**config.mk**
```make
export PLATFORM = sky130hd
export DESIGN_NAME = dual_port_ram_arbiter
export DESIGN_NICKNAME = d
export VERILOG_FILES = /design/src/rtl/dual_port_ram_arbiter.sv
export SDC_FILE = /design/constraint.sdc
export NUM_CORES = 1
export LEC_CHECK = 0
export ABC_AREA = 1
export BUFFER_PORTS_ARGS = -buffer_cell sky130_fd_sc_hd__buf_2
export CAP_MARGIN = 20
export CORE_ASPECT_RATIO = 1.4
export CORE_MARGIN = 5
export CORE_UTILIZATION = 50
export CTS_CLUSTER_SIZE = 24
export DETAILED_ROUTE_END_ITERATION = 7
export PLACE_DENSITY = 0.86
export SETUP_SLACK_MARGIN = 0.5
export SLEW_MARGIN = 20
export SYNTH_ARGS = -nofsm -noshare
export SYNTH_HDL_FRONTEND = slang
export SYNTH_SLANG_ARGS = --single-unit
```
**constraint.sdc**
```tcl
create_clock -name clk -period 1.9 [get_ports clk]
set_input_delay 0.095 -clock clk [delete_from_list [all_inputs] [get_ports clk]]
set_output_delay 0.095 -clock clk [all_outputs]
set_load 0.05 [all_outputs]
```
**src/rtl/dual_port_ram_arbiter.sv**
```systemverilog
// Two-master front end for a single dual_port_ram: independent round-robin
// arbiters on the write and read ports, plus same-cycle write-to-read forwarding.

module dual_port_ram_arbiter_rr2 (
    input  logic       clk,
    input  logic       reset_n,
    input  logic [1:0] req,
    input  logic [1:0] ack,
    output logic       grant_valid,
    output logic       grant_idx
);
    logic       last_grant_reg;
    logic [1:0] eligible;

    // A master in its ack cycle still shows the old request; ignore it.
    assign eligible = req & ~ack;

    always_comb begin
        grant_valid = 1'b0;
        grant_idx   = 1'b0;
        case (eligible)
            2'b01: begin
                grant_valid = 1'b1;
                grant_idx   = 1'b0;
            end
            2'b10: begin
                grant_valid = 1'b1;
                grant_idx   = 1'b1;
            end
            2'b11: begin
                grant_valid = 1'b1;
                grant_idx   = ~last_grant_reg;
            end
            default: begin
                grant_valid = 1'b0;
                grant_idx   = 1'b0;
            end
        endcase
    end

    always_ff @(posedge clk or negedge reset_n) begin
        if (!reset_n) begin
            last_grant_reg <= 1'b1;
        end else if (grant_valid) begin
            last_grant_reg <= grant_idx;
        end
    end
endmodule

module dual_port_ram_arbiter #(
    parameter int ADDR_WIDTH = 5,
    parameter int DATA_WIDTH = 32
) (
    input  logic                  clk,
    input  logic                  reset_n,
    input  logic                  m0_wr_req,
    input  logic                  m1_wr_req,
    input  logic [ADDR_WIDTH-1:0] m0_waddr,
    input  logic [ADDR_WIDTH-1:0] m1_waddr,
    input  logic [DATA_WIDTH-1:0] m0_wdata,
    input  logic [DATA_WIDTH-1:0] m1_wdata,
    output logic                  m0_wr_ack,
    output logic                  m1_wr_ack,
    input  logic                  m0_rd_req,
    input  logic                  m1_rd_req,
    input  logic [ADDR_WIDTH-1:0] m0_raddr,
    input  logic [ADDR_WIDTH-1:0] m1_raddr,
    output logic                  m0_rd_ack,
    output logic                  m1_rd_ack,
    output logic                  m0_rd_valid,
    output logic                  m1_rd_valid,
    output logic [DATA_WIDTH-1:0] m0_rdata,
    output logic [DATA_WIDTH-1:0] m1_rdata,
    output logic [ADDR_WIDTH-1:0] ram_waddr,
    output logic [DATA_WIDTH-1:0] ram_din,
    output logic                  ram_write_en,
    output logic [ADDR_WIDTH-1:0] ram_raddr,
    input  logic [DATA_WIDTH-1:0] ram_dout
);
    logic [ADDR_WIDTH-1:0] waddr_arr [2];
    logic [DATA_WIDTH-1:0] wdata_arr [2];
    logic [ADDR_WIDTH-1:0] raddr_arr [2];

    logic [1:0] wr_req_vec;
    logic [1:0] rd_req_vec;
    logic [1:0] wr_ack_reg;
    logic [1:0] rd_ack_reg;
    logic [1:0] rd_valid_reg;
    logic [1:0] wr_ack_next;
    logic [1:0] rd_ack_next;

    logic w_grant_valid;
    logic w_grant_idx;
    logic r_grant_valid;
    logic r_grant_idx;

    logic                  ram_write_en_reg;
    logic [ADDR_WIDTH-1:0] ram_waddr_reg;
    logic [DATA_WIDTH-1:0] ram_din_reg;
    logic [ADDR_WIDTH-1:0] ram_raddr_reg;

    logic                  fwd_hit_reg;
    logic                  fwd_hit_next;
    logic [DATA_WIDTH-1:0] fwd_data_reg;
    logic [DATA_WIDTH-1:0] rdata_mux;

    assign waddr_arr[0] = m0_waddr;
    assign waddr_arr[1] = m1_waddr;
    assign wdata_arr[0] = m0_wdata;
    assign wdata_arr[1] = m1_wdata;
    assign raddr_arr[0] = m0_raddr;
    assign raddr_arr[1] = m1_raddr;
    assign wr_req_vec   = {m1_wr_req, m0_wr_req};
    assign rd_req_vec   = {m1_rd_req, m0_rd_req};

    dual_port_ram_arbiter_rr2 u_warb (
        .clk         (clk),
        .reset_n     (reset_n),
        .req         (wr_req_vec),
        .ack         (wr_ack_reg),
        .grant_valid (w_grant_valid),
        .grant_idx   (w_grant_idx)
    );

    dual_port_ram_arbiter_rr2 u_rarb (
        .clk         (clk),
        .reset_n     (reset_n),
        .req         (rd_req_vec),
        .ack         (rd_ack_reg),
        .grant_valid (r_grant_valid),
        .grant_idx   (r_grant_idx)
    );

    genvar gi;
    generate
        for (gi = 0; gi < 2; gi++) begin : g_master
            assign wr_ack_next[gi] = w_grant_valid & (w_grant_idx == 1'(gi));
            assign rd_ack_next[gi] = r_grant_valid & (r_grant_idx == 1'(gi));
        end
    endgenerate

    // The RAM returns pre-write data on a same-cycle collision, so capture the write data instead.
    assign fwd_hit_next = (|rd_ack_reg) & ram_write_en_reg & (ram_waddr_reg == ram_raddr_reg);

    always_ff @(posedge clk or negedge reset_n) begin
        if (!reset_n) begin
            wr_ack_reg       <= '0;
            rd_ack_reg       <= '0;
            rd_valid_reg     <= '0;
            ram_write_en_reg <= 1'b0;
            ram_waddr_reg    <= '0;
            ram_din_reg      <= '0;
            ram_raddr_reg    <= '0;
            fwd_hit_reg      <= 1'b0;
            fwd_data_reg     <= '0;
        end else begin
            wr_ack_reg       <= wr_ack_next;
            rd_ack_reg       <= rd_ack_next;
            rd_valid_reg     <= rd_ack_reg;
            ram_write_en_reg <= w_grant_valid;
            if (w_grant_valid) begin
                ram_waddr_reg <= waddr_arr[w_grant_idx];
                ram_din_reg   <= wdata_arr[w_grant_idx];
            end
            if (r_grant_valid) begin
                ram_raddr_reg <= raddr_arr[r_grant_idx];
            end
            fwd_hit_reg <= fwd_hit_next;
            if (|rd_ack_reg) begin
                fwd_data_reg <= ram_din_reg;
            end
        end
    end

    assign rdata_mux    = fwd_hit_reg ? fwd_data_reg : ram_dout;

    assign m0_wr_ack    = wr_ack_reg[0];
    assign m1_wr_ack    = wr_ack_reg[1];
    assign m0_rd_ack    = rd_ack_reg[0];
    assign m1_rd_ack    = rd_ack_reg[1];
    assign m0_rd_valid  = rd_valid_reg[0];
    assign m1_rd_valid  = rd_valid_reg[1];
    assign m0_rdata     = rdata_mux;
    assign m1_rdata     = rdata_mux;
    assign ram_waddr    = ram_waddr_reg;
    assign ram_din      = ram_din_reg;
    assign ram_write_en = ram_write_en_reg;
    assign ram_raddr    = ram_raddr_reg;
endmodule

```
==> results of run 1 <==
[final timing paths]
check                                        end  slack, ns  cells past startpoint
setup / recovery                     m0_rdata[5]       0.30                      3
hold / removal                      ram_waddr[1]      0.007                      3
setup reg to reg                fwd_data_reg[15]       0.61                      5
hold reg to reg                  fwd_data_reg[6]       0.48                      2
max in group asynchronous  u_rarb.last_grant_reg       1.03                      3
min in group asynchronous        fwd_data_reg[6]       0.18                      2
[cells in the mapped netlist (3+ instances only)]
| cell type | instances |
|---|---|
| buf_2 | 10 |
| buf_4 | 39 |
| buf_6 | 11 |
| clkbuf_1 | 9 |
| dfrtp_1 | 82 |
| inv_1 | 56 |
| inv_2 | 3 |
| mux2_2 | 30 |
| nand2_1 | 166 |
| nand2_2 | 3 |
| nand3_1 | 109 |
| nand3_2 | 19 |
| nor2_1 | 5 |
| o21ai_0 | 34 |
[worst max-delay path: cells and delay by family (launching register included)]
kind | cells | cell delay [ns]
buffers and inverters | 2 | 0.41
multiplexers | 1 | 0.36
flip-flops | 1 | 0.40
[where the power goes]
group          total (mW)  internal [mW]  leakage, nW  switching, mW
clock network        1.99           1.31        0.168          0.681
registers            2.87           2.41         1.01          0.457
logic                3.88           1.09         2.49           2.79
total                8.74           4.81         3.67           3.93
[logic make-up after synthesis]
group	after synthesis	share of synthesized area
buf+inv	128	0.151
flops	84	0.439
simple gates	305	0.296
xor+xnor	1	0.00183
compound gates	36	0.0376
mux	32	0.0751
[layout by cell type, fill, tap and decap left out]
cell,n
nand3_1,108
bufinv_16,3
a21oi_1,2
buf_4,43
clkbuf_4,1
dfrtp_2,2
clkbuf_16,9
clkinv_2,2
mux2_2,32
dlygate4sd3_1,33
dfstp_2,2
o21ai_0,34
clkbuf_8,1
inv_2,3
nor2_1,5
buf_12,3
nand3_2,20
nor2_4,1
inv_1,56
dfrtp_1,80
nand2_2,5
nand2_1,164
nor2_2,2
xnor2_1,1
buf_8,1
buf_6,5
buf_2,199
[area by class of cell]
type,instances,area [um^2]
fillers,733,2830
flip-flops and latches,84,2110
multi-input cells,374,1980
repair buffers,285,1790
clock buffers,10,239
inverters,59,221
well taps,110,138
clock inverters,5,100
[per-stage QoR]
step                area (um^2)  power, mW  hold WS (ns)  utilization
finish                     6570       8.74       0.00698        0.699
global route               6570       9.20       0.00741        0.699
CTS                        6550       8.74      0.000495        0.696
detailed placement         5770       6.62       -0.0243        0.614
global placement           5770       6.55       -0.0291        0.614
floorplan                  4800       5.70        -0.201            -
[repair_timing]
| action | CTS | global route |
|---|---|---|
| hold buffers | 33 | 0 |
| resized for setup | 38 | 9 |
| hold endpoints to repair | 86 | 0 |
| setup endpoints to repair | 67 | 104 |
[per-layer routing]
metal,vias up,share of wire
li1,2297,-
met3,41,0.077
met5,-,0
met1,2267,0.36
met2,240,0.54
met4,0,0.029
==> flow_summary.json, run 1 <==
{
  "cts_made_buffers": 9,
  "cts_tree": "built",
  "setup_slack_ns": 0.302,
  "clock_skew_ns": 0.00686,
  "critPathMaxFanout": 11,
  "synth-seq-cells": 84,
  "ys_top_cells_by_area": "dfrtp_1, nand2_1, nand3_1, mux2_2, buf_4",
  "coreArea_um2": 9410,
  "async_flop_share": 1.00,
  "synth_nets": 708,
  "vias": 4845,
  "viasPerCell": 5.23,
  "worst_pin_slew_ns": 0.382,
  "avgRoutedWirePerCell_um": 16.1,
  "max_slew_margin": 0.745,
  "cp-startpoint": "fwd_hit_reg",
  "required_ns": 1.80,
  "cts_setup_buffers": 0,
  "drive_gt1_frac": 0.409,
  "finalNonFillerCells": 927,
  "leakage_nw": 3.67,
  "antenna_found_initial": 0,
  "max_stage_delay_ns": 0.40,
  "final.setup.tns_ns": 0,
  "maxCapViolCount": 0,
  "min_from": "m0_waddr[1]",
  "critPathSlowestCell": "dfrtp_1",
  "synth_edf_count": 0,
  "hp-class": "in -> reg",
  "cts.sink_count": 84,
  "dieArea_um2": 11700,
  "firstDrtPassIters": 5,
  "final_net_count": 935,
  "met3_usage": 0.0495,
  "place_inst": 879,
  "yosysSeqAreaShare": 0.439,
  "clkLatencyLatePin_ns": 0.33,
  "wirelength_mm": 14.9,
  "busiest_layer": "met2",
  "dp_slack_ns": 0.513,
  "start_util": 0.510,
  "fin_crit_sh": 0.841,
  "grt_util_met2": 0.444,
  "power_density_nw_per_um2": 1330,
  "clockBufferDepth": 2,
  "ys.flop_type": "dfrtp_1",
  "run_status": "finished, final reports clean",
  "maxSlewViolCount": 0,
  "synth_top_area_share": 0.428,
  "grt_pass1_wl_mm": 23.4,
  "area_delta_synth_final_pct": 37.0,
  "die_width_um": 92.8,
  "diodes": 0,
  "min_period_ns": 1.60,
  "overflow": 0,
  "rows": 42,
  "synth_top_cell_by_area": "dfrtp_1",
  "gp_congestion": 0.843,
  "yosysWarnings": 0,
  "finalHoldViolCount": 0,
  "rr_startpoint": "rd_ack_reg[0]",
  "drc": 0,
  "crit_type": "reg -> out",
  "hpwl_mm": 10.2,
  "critPathCaptureType": "primary output",
  "use_met1": 0.293,
  "crit_chain": "buf_6 -> mux2_2 -> buf_2",
  "pin_count": 235,
  "setup_violations": 0,
  "synth.avg_cell_area_um2": 8.18,
  "synth_area_um2": 4800,
  "max_clock_freq_mhz": 626,
  "portBuffers": 234,
  "drt_iter0_drc": 285,
  "startpoint_type": "flop",
  "crit_arrival_ns": 1.50,
  "grt_max_degree": 40,
  "syn_inst": 586,
  "peakVddDrop_mv": 0.909,
  "rsz0062_at_grt": "true",
  "drt.antenna.violating_nets": 0,
  "ys_types": 20,
  "cts_root_buf": "clkbuf_16",
  "first_global_vias": 4847,
  "clk_pin_slew_worst_paths_ns": 0.06,
  "htreeDepth": 3,
  "grt_use_total": 0.250,
  "die_h_um": 126
}
No activity file was read; power rests on OpenSTA's default activity.
==> run 2: changes to the inputs <==
--- a/config.mk
+++ b/config.mk
@@ -5,15 +5,15 @@
 export SDC_FILE = /design/constraint.sdc
 export NUM_CORES = 1
 export LEC_CHECK = 0
-export ABC_AREA = 1
+export ABC_AREA = 0
 export BUFFER_PORTS_ARGS = -buffer_cell sky130_fd_sc_hd__buf_2
 export CAP_MARGIN = 20
 export CORE_ASPECT_RATIO = 1.4
 export CORE_MARGIN = 5
-export CORE_UTILIZATION = 50
+export CORE_UTILIZATION = 44
 export CTS_CLUSTER_SIZE = 24
 export DETAILED_ROUTE_END_ITERATION = 7
-export PLACE_DENSITY = 0.86
+export PLACE_DENSITY = 0.8
 export SETUP_SLACK_MARGIN = 0.5
 export SLEW_MARGIN = 20
 export SYNTH_ARGS = -nofsm -noshare
==> constraint.sdc (replaced) <==
create_clock -name clk -period 1.5 [get_ports clk]
set_input_delay 0.075 -clock clk [delete_from_list [all_inputs] [get_ports clk]]
set_output_delay 0.075 -clock clk [all_outputs]
set_load 0.05 [all_outputs]
==> flow_summary.json, run 2 <==
{
  "run_status": "complete, but fails checks",
  "violations": "setup timing",
  "finalNonFillerCells": 768,
  "die_width_um": 92.0,
  "max_slew_margin": 0.687,
  "synth_top_cell_by_area": "dfrtp_1",
  "fin_crit_sh": 1.07,
  "final_cell_mix": "buf_6, buf_2, dlygate4sd3_1",
  "clock_skew_ns": 0.0134,
  "antenna_found_initial": 2,
  "grt_max_degree": 85,
  "placed_cell_area_um2": 5560,
  "cts_root_buf": "clkbuf_16",
  "drt.antenna.violating_nets": 0,
  "cts.sink_count": 84,
  "multi_input_comb_area_um2": 1940,
  "ys_top_cells_by_area": "dfrtp_1, mux2_2, a221o_1, nor3b_1, buf_4",
  "fill_cells": 390,
  "first_global_vias": 4920,
  "use_met1": 0.333,
  "die_h_um": 125,
  "rsz0062_at_grt": "true",
  "start_util": 0.443,
  "synth_edf_count": 0,
  "critPathBufInv": 2,
  "peakVddDrop_mv": 1.02,
  "seqCellArea_um2": 2110,
  "ys.flop_type": "dfrtp_1",
  "cts_tree": "built",
  "leakage_nw": 3.97,
  "yosysMostFrequentCell": "dfrtp_1",
  "overflow": 0,
  "setup_violations": 101,
  "setup_slack_ns": -0.103,
  "clk_pin_slew_worst_paths_ns": 0.07,
  "synth_top_area_share": 0.496,
  "viasPerCell": 5.88,
  "final_net_count": 773,
  "crit_arrival_ns": 1.82,
  "place_inst": 623,
  "met3_usage": 0.0792,
  "whs_path_depth": 3,
  "max_stage_delay_ns": 0.44,
  "critPathSlowestCell": "dfrtp_2",
  "syn_inst": 321,
  "fin_util": 0.871,
  "synth.avg_cell_area_um2": 12.9,
  "maxSlewViolCount": 0,
  "maxCapViolCount": 0,
  "grt_pass1_wl_mm": 28.0,
  "drc": 0,
  "avgRoutedWirePerCell_um": 26.8,
  "wirelength_mm": 20.6,
  "grt_use_total": 0.321,
  "synth-seq-cells": 84,
  "ys_types": 26,
  "rows": 42,
  "reg2reg_depth": 5,
  "power_density_nw_per_um2": 1480,
  "startpoint_type": "flop",
  "coreArea_um2": 9350,
  "synth_area_um2": 4140,
  "cts_made_buffers": 9,
  "min_period_ns": 1.60,
  "synth_nets": 443,
  "portBuffers": 234,
  "clockBufferDepth": 2,
  "gp_congestion": 0.841,
  "cpLargestDelayFamily": "flip-flops",
  "dp_slack_ns": 0.0532,
  "worst_pin_slew_ns": 0.470,
  "async_flop_share": 1.00,
  "htreeDepth": 3,
  "clkLatencyLatePin_ns": 0.34,
  "grt_util_met2": 0.579,
  "drive_gt1_frac": 0.599,
  "critPathCaptureType": "flop",
  "crit_chain": "nor3b_4 -> nor2_4 -> buf_12 -> buf_16 -> a221o_1",
  "yosysWarnings": 0,
  "hpwl_mm": 9.25,
  "busiest_layer": "met2",
  "fin_area_um2": 8150,
  "crit_type": "reg -> reg",
  "layout_commonest_cell": "buf_6",
  "dieArea_um2": 11500,
  "hold_ws_ns": 0.0563,
  "pin_count": 235,
  "required_ns": 1.71,
  "max_clock_freq_mhz": 624,
  "vias": 4518,
  "critPathMaxFanout": 7,
  "crit_cells": 5,
  "area_delta_synth_final_pct": 96.9,
  "yosysSeqAreaShare": 0.508,
  "drt_iter0_drc": 360,
  "hp-class": "in -> reg",
  "firstDrtPassIters": 7,
  "finalHoldViolCount": 0,
  "synthTopCellsByCount": "dfrtp_1, mux2_2, nor3b_1"
}
==> run 2: cell count changes after synthesis, sizes merged, moves of 3 or more <==
cell,delta
mux2,+32
xnor2,+3
buf,-8
nor3b,+39
a221o,+37
nand2,-169
o21ai,-34
clkbuf,-6
nor2,-5
nand2b,+3
inv,-43
nand3,-128
a222oi,+5
==> run 2: timing repair <==
action,4_1_cts,5_1_grt
pin swaps,35,18
gates resized for setup,211,97
cloned,10,0
setup endpoints to repair,190,191
hold buffers,84,0
buffers inserted,16,17
endpoints found under the hold margin,124,0
==> run 2: path summary, 6_finish.rpt <==
path / from / to / slack [ns]
max: wr_ack_reg[1] / ram_din[10] / -0.10
min: m1_rd_req / rd_ack_reg[1] / 0.06
max reg2reg: wr_ack_reg[1] / ram_din[10] / -0.10
min reg2reg: fwd_data_reg[12] / fwd_data_reg[12] / 0.52
max in group asynchronous: reset_n / ram_raddr[4] / 0.75
min in group asynchronous: reset_n / fwd_data_reg[4] / 0.35
==> run 2: worst min-delay path: stages <==
cell and delay [ns]:
buf_2 0.13, nand2b_4 0.09, a31oi_4 0.05
==> run 2: power breakdown <==
group          internal [mW]  total [mW]  switching, mW
clock network           1.38        2.33          0.951
logic                   2.90        5.97           3.07
registers               3.01        3.75          0.742
==> run 2: cell families after synthesis <==
group	after synthesis	share of synthesized area
AO/OA/AOI/OAI	46	0.108
XOR/XNOR	5	0.0106
buffers and inverters	71	0.109
flip-flops	84	0.508
multiplexers	64	0.174
AND/OR/NAND/NOR	51	0.0898
==> run 2: through the flow <==
| stage | setup TNS, ns | total power, mW |
|---|---|---|
| after floorplan | -0.205 | 6.86 |
| after global placement | 0 | 7.64 |
| after detailed placement | 0 | 7.77 |
| after CTS | -3.19 | 11.4 |
| after global routing | -7.86 | 12.4 |
| final | -4.33 | 12.1 |
==> run 2: final cells by class <==
| type | instances | area share |
|---|---|---|
| repair buffers | 374 | 0.440 |
| flip-flops and latches | 84 | 0.259 |
| multi-input cells | 166 | 0.238 |
| clock buffers | 12 | 0.0315 |
| well taps | 110 | 0.0169 |
| inverters | 16 | 0.00737 |
| clock inverters | 4 | 0.00583 |
| diodes | 2 | 0.000614 |
==> run 2: layer usage <==
metal  wire, um  part of all wire  vias up
met4       1410             0.068        0
met1       6830              0.33     2201
met2      10800              0.52      381
met5          0                 0        -
li1           -                 -     1825
met3       1570             0.076      111
